### config.mk
export PLATFORM = sky130hd
export DESIGN_NAME = instr_fetch
export DESIGN_NICKNAME = d
export VERILOG_FILES = /design/src/rtl/rv32i_pkg.sv /design/src/rtl/instr_fetch.sv
export SDC_FILE = /design/constraint.sdc
export NUM_CORES = 1
export LEC_CHECK = 0
export BUFFER_PORTS_ARGS = -buffer_cell sky130_fd_sc_hd__buf_2
export CORE_MARGIN = 4
export CORE_UTILIZATION = 43
export CTS_CLUSTER_SIZE = 12
export DETAILED_ROUTE_END_ITERATION = 7
export GPL_ROUTABILITY_DRIVEN = 0
export PLACE_DENSITY = 0.77
export SKIP_LAST_GASP = 1
export SLEW_MARGIN = 20
export SYNTH_ARGS = -nofsm -noshare
export SYNTH_HDL_FRONTEND = slang
export SYNTH_SLANG_ARGS = --single-unit
export TNS_END_PERCENT = 1
### constraint.sdc
create_clock -name clk -period 1.5 [get_ports clk]
set_input_delay 0.15 -clock clk [delete_from_list [all_inputs] [get_ports clk]]
set_output_delay 0.15 -clock clk [all_outputs]
set_load 0.02 [all_outputs]
### src/rtl/rv32i_pkg.sv
// Shared RV32I front-end definitions: NOP word and fetch-stage state encodings.
package rv32i_pkg;

    localparam int unsigned INSTR_W = 32;

    // ADDI x0,x0,0
    localparam logic [INSTR_W-1:0] NOP_INSTR = 32'h0000_0013;

    typedef enum logic [1:0] {
        FETCH_IDLE  = 2'b00,
        FETCH_REQ   = 2'b01,
        FETCH_WAIT  = 2'b10,
        FETCH_VALID = 2'b11
    } fetch_state_e;

endpackage : rv32i_pkg

### src/rtl/instr_fetch.sv
// instr_fetch: fetch stage between the PC register and decode.
// Issues one word read per PC on a req/gnt/rvalid bus (one outstanding) and
// holds the returned word for decode under a valid/ready handshake.
// Optional build macro IFETCH_MISALIGN_CHECK_EN: a misaligned PC skips the bus
// and presents NOP_INSTR with fetch_err set.
module instr_fetch
    import rv32i_pkg::*;
#(
    parameter int unsigned        ADDR_W    = 32,
    parameter logic [INSTR_W-1:0] NOP_INSTR = rv32i_pkg::NOP_INSTR
) (
    input  logic                clk,
    input  logic                rst,
    input  logic [ADDR_W-1:0]   pc_i,
    input  logic                fetch_en,
    input  logic                flush,
    output logic                imem_req,
    output logic [ADDR_W-1:0]   imem_addr,
    input  logic                imem_gnt,
    input  logic                imem_rvalid,
    input  logic [INSTR_W-1:0]  imem_rdata,
    input  logic                imem_err,
    output logic                instr_valid,
    input  logic                instr_ready,
    output logic [INSTR_W-1:0]  instr,
    output logic [ADDR_W-1:0]   instr_pc,
    output logic                fetch_err,
    output logic                pc_advance
);

    fetch_state_e           r_state;
    fetch_state_e           w_next_state;

    logic [ADDR_W-1:0]      r_addr_q;
    logic [ADDR_W-1:0]      w_addr_q;
    logic                   r_drop;
    logic                   w_drop;
    logic                   r_imem_req;
    logic                   w_imem_req;
    logic [ADDR_W-1:0]      r_imem_addr;
    logic [ADDR_W-1:0]      w_imem_addr;
    logic                   r_instr_valid;
    logic                   w_instr_valid;
    logic [INSTR_W-1:0]     r_instr;
    logic [INSTR_W-1:0]     w_instr;
    logic [ADDR_W-1:0]      r_instr_pc;
    logic [ADDR_W-1:0]      w_instr_pc;
    logic                   r_fetch_err;
    logic                   w_fetch_err;

    logic                   w_start;
    logic                   w_misalign;

    // A new fetch may only begin when enabled and not being redirected.
    assign w_start = fetch_en & ~flush;

`ifdef IFETCH_MISALIGN_CHECK_EN
    // Non-word-aligned PC is reported instead of fetched.
    assign w_misalign = (pc_i[1:0] != 2'b00);
`else
    assign w_misalign = 1'b0;
`endif

    // State register.
    always_ff @(posedge clk) begin
        if (rst) begin
            r_state <= FETCH_IDLE;
        end else begin
            r_state <= w_next_state;
        end
    end

    // Next-state logic: flush only ends a transaction at a point the bus allows.
    always_comb begin
        w_next_state = r_state;
        case (r_state)
            FETCH_IDLE: begin
                if (w_start) begin
                    w_next_state = w_misalign ? FETCH_VALID : FETCH_REQ;
                end
            end
            FETCH_REQ: begin
                if (imem_gnt) begin
                    w_next_state = FETCH_WAIT;
                end
            end
            FETCH_WAIT: begin
                if (imem_rvalid) begin
                    w_next_state = (r_drop || flush) ? FETCH_IDLE : FETCH_VALID;
                end
            end
            FETCH_VALID: begin
                if (flush || instr_ready) begin
                    w_next_state = FETCH_IDLE;
                end
            end
            default: begin
                w_next_state = FETCH_IDLE;
            end
        endcase
    end

    // Output/datapath logic: next values for every registered output.
    always_comb begin
        w_addr_q      = r_addr_q;
        w_drop        = r_drop;
        w_imem_addr   = r_imem_addr;
        w_instr       = r_instr;
        w_instr_pc    = r_instr_pc;
        w_fetch_err   = r_fetch_err;
        w_imem_req    = (w_next_state == FETCH_REQ);
        w_instr_valid = (w_next_state == FETCH_VALID);
        case (r_state)
            FETCH_IDLE: begin
                if (w_start) begin
                    w_addr_q = pc_i;
                    if (w_misalign) begin
                        w_instr     = NOP_INSTR;
                        w_instr_pc  = pc_i;
                        w_fetch_err = 1'b1;
                    end else begin
                        w_imem_addr = {pc_i[ADDR_W-1:2], 2'b00};
                    end
                end
            end
            FETCH_REQ: begin
                // Request cannot be withdrawn; remember to discard its response.
                if (flush) begin
                    w_drop = 1'b1;
                end
            end
            FETCH_WAIT: begin
                if (imem_rvalid) begin
                    if (r_drop || flush) begin
                        w_drop = 1'b0;
                    end else begin
                        w_instr     = imem_rdata;
                        w_instr_pc  = r_addr_q;
                        w_fetch_err = imem_err;
                    end
                end else if (flush) begin
                    w_drop = 1'b1;
                end
            end
            default: begin
            end
        endcase
    end

    // Datapath and output registers.
    always_ff @(posedge clk) begin
        if (rst) begin
            r_addr_q      <= '0;
            r_drop        <= 1'b0;
            r_imem_req    <= 1'b0;
            r_imem_addr   <= '0;
            r_instr_valid <= 1'b0;
            r_instr       <= '0;
            r_instr_pc    <= '0;
            r_fetch_err   <= 1'b0;
        end else begin
            r_addr_q      <= w_addr_q;
            r_drop        <= w_drop;
            r_imem_req    <= w_imem_req;
            r_imem_addr   <= w_imem_addr;
            r_instr_valid <= w_instr_valid;
            r_instr       <= w_instr;
            r_instr_pc    <= w_instr_pc;
            r_fetch_err   <= w_fetch_err;
        end
    end

    assign imem_req    = r_imem_req;
    assign imem_addr   = r_imem_addr;
    assign instr_valid = r_instr_valid;
    assign instr       = r_instr;
    assign instr_pc    = r_instr_pc;
    assign fetch_err   = r_fetch_err;

    // Core loads next_pc on a real (non-flushed) acceptance.
    assign pc_advance  = r_instr_valid & instr_ready & ~flush;

endmodule : instr_fetch

==> results <==
- The flow ran to the end, and the final reports show no timing, DRC or antenna violations.
- The pin count of the biggest net entering global routing is 61.
- From synthesis to final layout, the design area changed by 22.95%.
- The final cycle utilization of the critical path is roughly 93%.
- The synthesized design contains 0 enable-type register cells.
- In this run the remaining antenna-violating nets after routing total 0.
- The largest stage delay on the critical path is 0.56 ns.
- With fillers left out, the area of the finished cells amounts to 5035 um2.
- In this run, post-CTS repair resized a total of 0 instances.
- Counting distinct cell types in the post-synthesis netlist gives 28.
- sky130_fd_sc_hd__dfxtp_1 takes more of the synthesized area than any other cell.
- The count of yosys warnings during synthesis is 0.
- The fraction of registers with async set/reset is 0%.
- The final layout contains between 600 and 700 nets.
- The most frequently used cell type in the post-synthesis netlist is sky130_fd_sc_hd__dfxtp_1.
- The first detailed-routing pass ran for 4 iterations.
- The total number of H-tree levels is 3.
- The main combinational cell family by area after synthesis is compound AO/OA/AOI/OAI gates.
- The via count of the first global-routing pass is between 3000 and 4000.
- Of the post-synthesis cell area, the part taken by muxes is less than 1%.
- In the synthesized netlist the dominant register cell turns out to be sky130_fd_sc_hd__dfxtp_1.
- The ratio of cells with drive above 1 in the final layout is between 30% and 40%.
- The post-detailed-placement half-perimeter wirelength is roughly 7600 um.
- The DRC violation total after the first TritonRoute iteration is 235.
- The quantity of I/O buffers inserted on ports is roughly 170.
- For this configuration, the core starts out at a cell density of ~44%.
- In this run the static leakage power is 2.151 nW.
- After floorplanning, the core was divided into 35 placement rows.
- The final critical path time including I/O delays and setup is 1.391 ns.
- After clock tree synthesis, the flow added hold-fix buffers numbering 0.
- After technology mapping, the gate count stands at 500.
- For this run the aggregate overflow at the end of global routing stands at 0.
- The utilization after layout is 54.49%.
- The standard cell with the maximum stage delay on the critical path is sky130_fd_sc_hd__or4b_1.
- In this run the clock root is driven by a sky130_fd_sc_hd__clkbuf_8.
- The launching element type of the critical path is a flip-flop.
- Setup repair after global routing left no endpoint under its margin.
- The clock transition time at the flip-flop clock pins of the worst setup and hold paths is around 0.11 ns.
- Counting the buffers created by CTS gives 9.
- The floorplan step set the die width to 105.6 um.
- The largest fanout on the critical path is 32.
- The initial antenna violation count is 0.
- The netlist area before placement is between 4000 and 5000 um2.
- The data arrival time of the worst path is 1.62 ns.
- Walking the worst path, the cells encountered are or4b_1 > buf_12 > nand2_1 > a21oi_1.
- The post-CTS setup buffer count is 0.
- The upper clock frequency limit is 718.9 MHz.
- The max-slew violation total from the final report is 0.
- Of the total synthesized cell area, the portion taken by full adders, half adders and majority gates is 0%.
- The worst ir drop on vdd is 0.5321 mV.
- The number of maximum-capacitance violations is 0.
- The worst setup path is of the flip-flop to flip-flop kind.
- Power spread over the standard cell area amounts to 1013 nW/um2.
- The worst hold-check slack is 0.02225 ns.
- In the routed design, unresolved DRC markers number 0.
- Summing over every cut layer, the via total after detailed routing is 3956.
- The per-cell via count in the routed design is 5.261.
- In this run the cell area measured after placement is 4850 um2.
- The simple logic cell fraction of the synthesized area is 15.83%.
- The share of synthesized area in the top cell type comes to 49.86%.
- The wire length of the first global-routing pass is 17820 um.
- The worst setup path is captured at a flip-flop.
- The count of pins on the block boundary is 172.
- The number of antenna diodes in the final layout is 0.
- The mean instance size in the synthesized netlist is 8.190 um2.
- The die is 105.6 um tall.
- Setup violations remaining at the end of the flow were counted as 0.
- After routing, the total negative slack on setup checks comes to 0 ns.
- By area the synthesized netlist is led by sky130_fd_sc_hd__dfxtp_1 50%, sky130_fd_sc_hd__a21oi_1 12%, sky130_fd_sc_hd__nand3_1 7.9%.
- For the worst-skew pair, the clock arrives at the later sink with an insertion delay of approximately 0.35 ns.
- After Yosys synthesis, XOR and XNOR cells account for 0% of the synthesized area.
- Counting instances in the post-synthesis netlist gives the leading cell types as 102 x sky130_fd_sc_hd__dfxtp_1, 100 x sky130_fd_sc_hd__a21oi_1, 66 x sky130_fd_sc_hd__nand2_1, 65 x sky130_fd_sc_hd__nand3_1, 50 x sky130_fd_sc_hd__o21ai_1.
- The clock drives 102 sinks.
- The min-delay analysis places its worst path in the category input port to flip-flop.
- In this run the standard cell core region covers 9240 um2.
- The floorplan step defined a die boundary enclosing 11150 um2.
- The synthesized netlist devotes 21.75% of its cell area to compound gates.
- The clock arrives with 0.01122 ns of skew.
- After synthesis the netlist holds a flip-flop and latch count of between 100 and 150.
- The sequential-to-total area share from yosys stat is between 40% and 50%.
- Global routing used approximately a fifth of the available tracks across all layers.
- TritonCTS built the clock tree.
- The maximum buffer depth of the clock tree is 2.
- The layout has 878 filler cells.
- The final count of hold timing violations is 0.
- The routed wire length is 11120 um.
- Dividing the detail-routed wire length by the instance count gives 14.78 um.
- Data on the critical path is required at its endpoint by 1.73 ns.
cells by family after synthesis:
group | count (synthesis)
other | 1
and+or+nand+nor | 140
DFF | 102
muxes | 2
buffers and inverters | 83
AOI/OAI and AO/OA | 172
layout make-up:
cell class / count / area (um2) / area share [%]
flip-flops and latches: 102 / 2044 / 40.61
multi-input cells: 316 / 1598 / 31.73
repair buffers: 187 / 1044 / 20.73
well taps: 129 / 161.4 / 3.206
clock buffers: 9 / 123.9 / 2.460
clock inverters: 7 / 56.30 / 1.118
inverters: 2 / 7.507 / 0.1491
path summary, 6_finish.rpt:
path                            startpoint                         to  slack (ns)  cells after the start
setup reg to reg     r_state[1]$_SDFF_PP0_  r_addr_q[22]$_SDFFE_PP0P_        0.11                      4
setup / recovery     r_state[1]$_SDFF_PP0_  r_addr_q[22]$_SDFFE_PP0P_        0.11                      4
hold reg to reg   r_addr_q[1]$_SDFFE_PP0P_   r_addr_q[1]$_SDFFE_PP0P_        0.47                      2
hold / removal                    pc_i[17]  r_addr_q[17]$_SDFFE_PP0P_        0.02                      3
report_power, final:
part	switching (mW)	internal (mW)
Sequential	0.0503	2.78
Clock	0.979	0.628
Combinational	0.427	0.237
flip-flops by register name, summed over array words and instances (netlist names):
name / count
instr: 32
instr_pc: 32
r_addr_q: 32
r_state: 2
fetch_err: 1
imem_req: 1
instr_valid: 1
r_drop: 1
layer usage:
layer	part of all wire, %	global-route usage, %
met1	41	23.55
met2	51	33.70
met3	5.9	3.001
met4	2.3	8.788
met5	0	0
worst max-delay path: cells and delay by family, from the launching register on:
| kind | cells | cell delay [ns] |
|---|---|---|
| simple gates | 2 | 0.64 |
| buf+inv | 1 | 0.20 |
| compound gates | 1 | 0.07 |
| flops | 1 | 0.36 |
metrics by stage:
step           instances  power, mW  setup WS (ns)
2_1_floorplan        501      3.337        0.05059
3_3_place_gp         736      3.536         0.1398
3_5_place_dp         736      3.552        0.07583
4_1_cts              752      5.150        0.06502
5_1_grt              752      5.341        0.01100
6_report             752      5.101         0.1090
layout by cell type (no fill, tap or decap), types with 5 or more instances in the layout:
master                     instances
sky130_fd_sc_hd__a21oi_1          99
sky130_fd_sc_hd__buf_12            5
sky130_fd_sc_hd__buf_2           169
sky130_fd_sc_hd__buf_4            13
sky130_fd_sc_hd__clkbuf_8          9
sky130_fd_sc_hd__dfxtp_1         100
sky130_fd_sc_hd__nand2_1          66
sky130_fd_sc_hd__nand3_1          65
sky130_fd_sc_hd__o21ai_0          16
sky130_fd_sc_hd__o21ai_1          50
No activity file was read; power rests on OpenSTA's default activity.
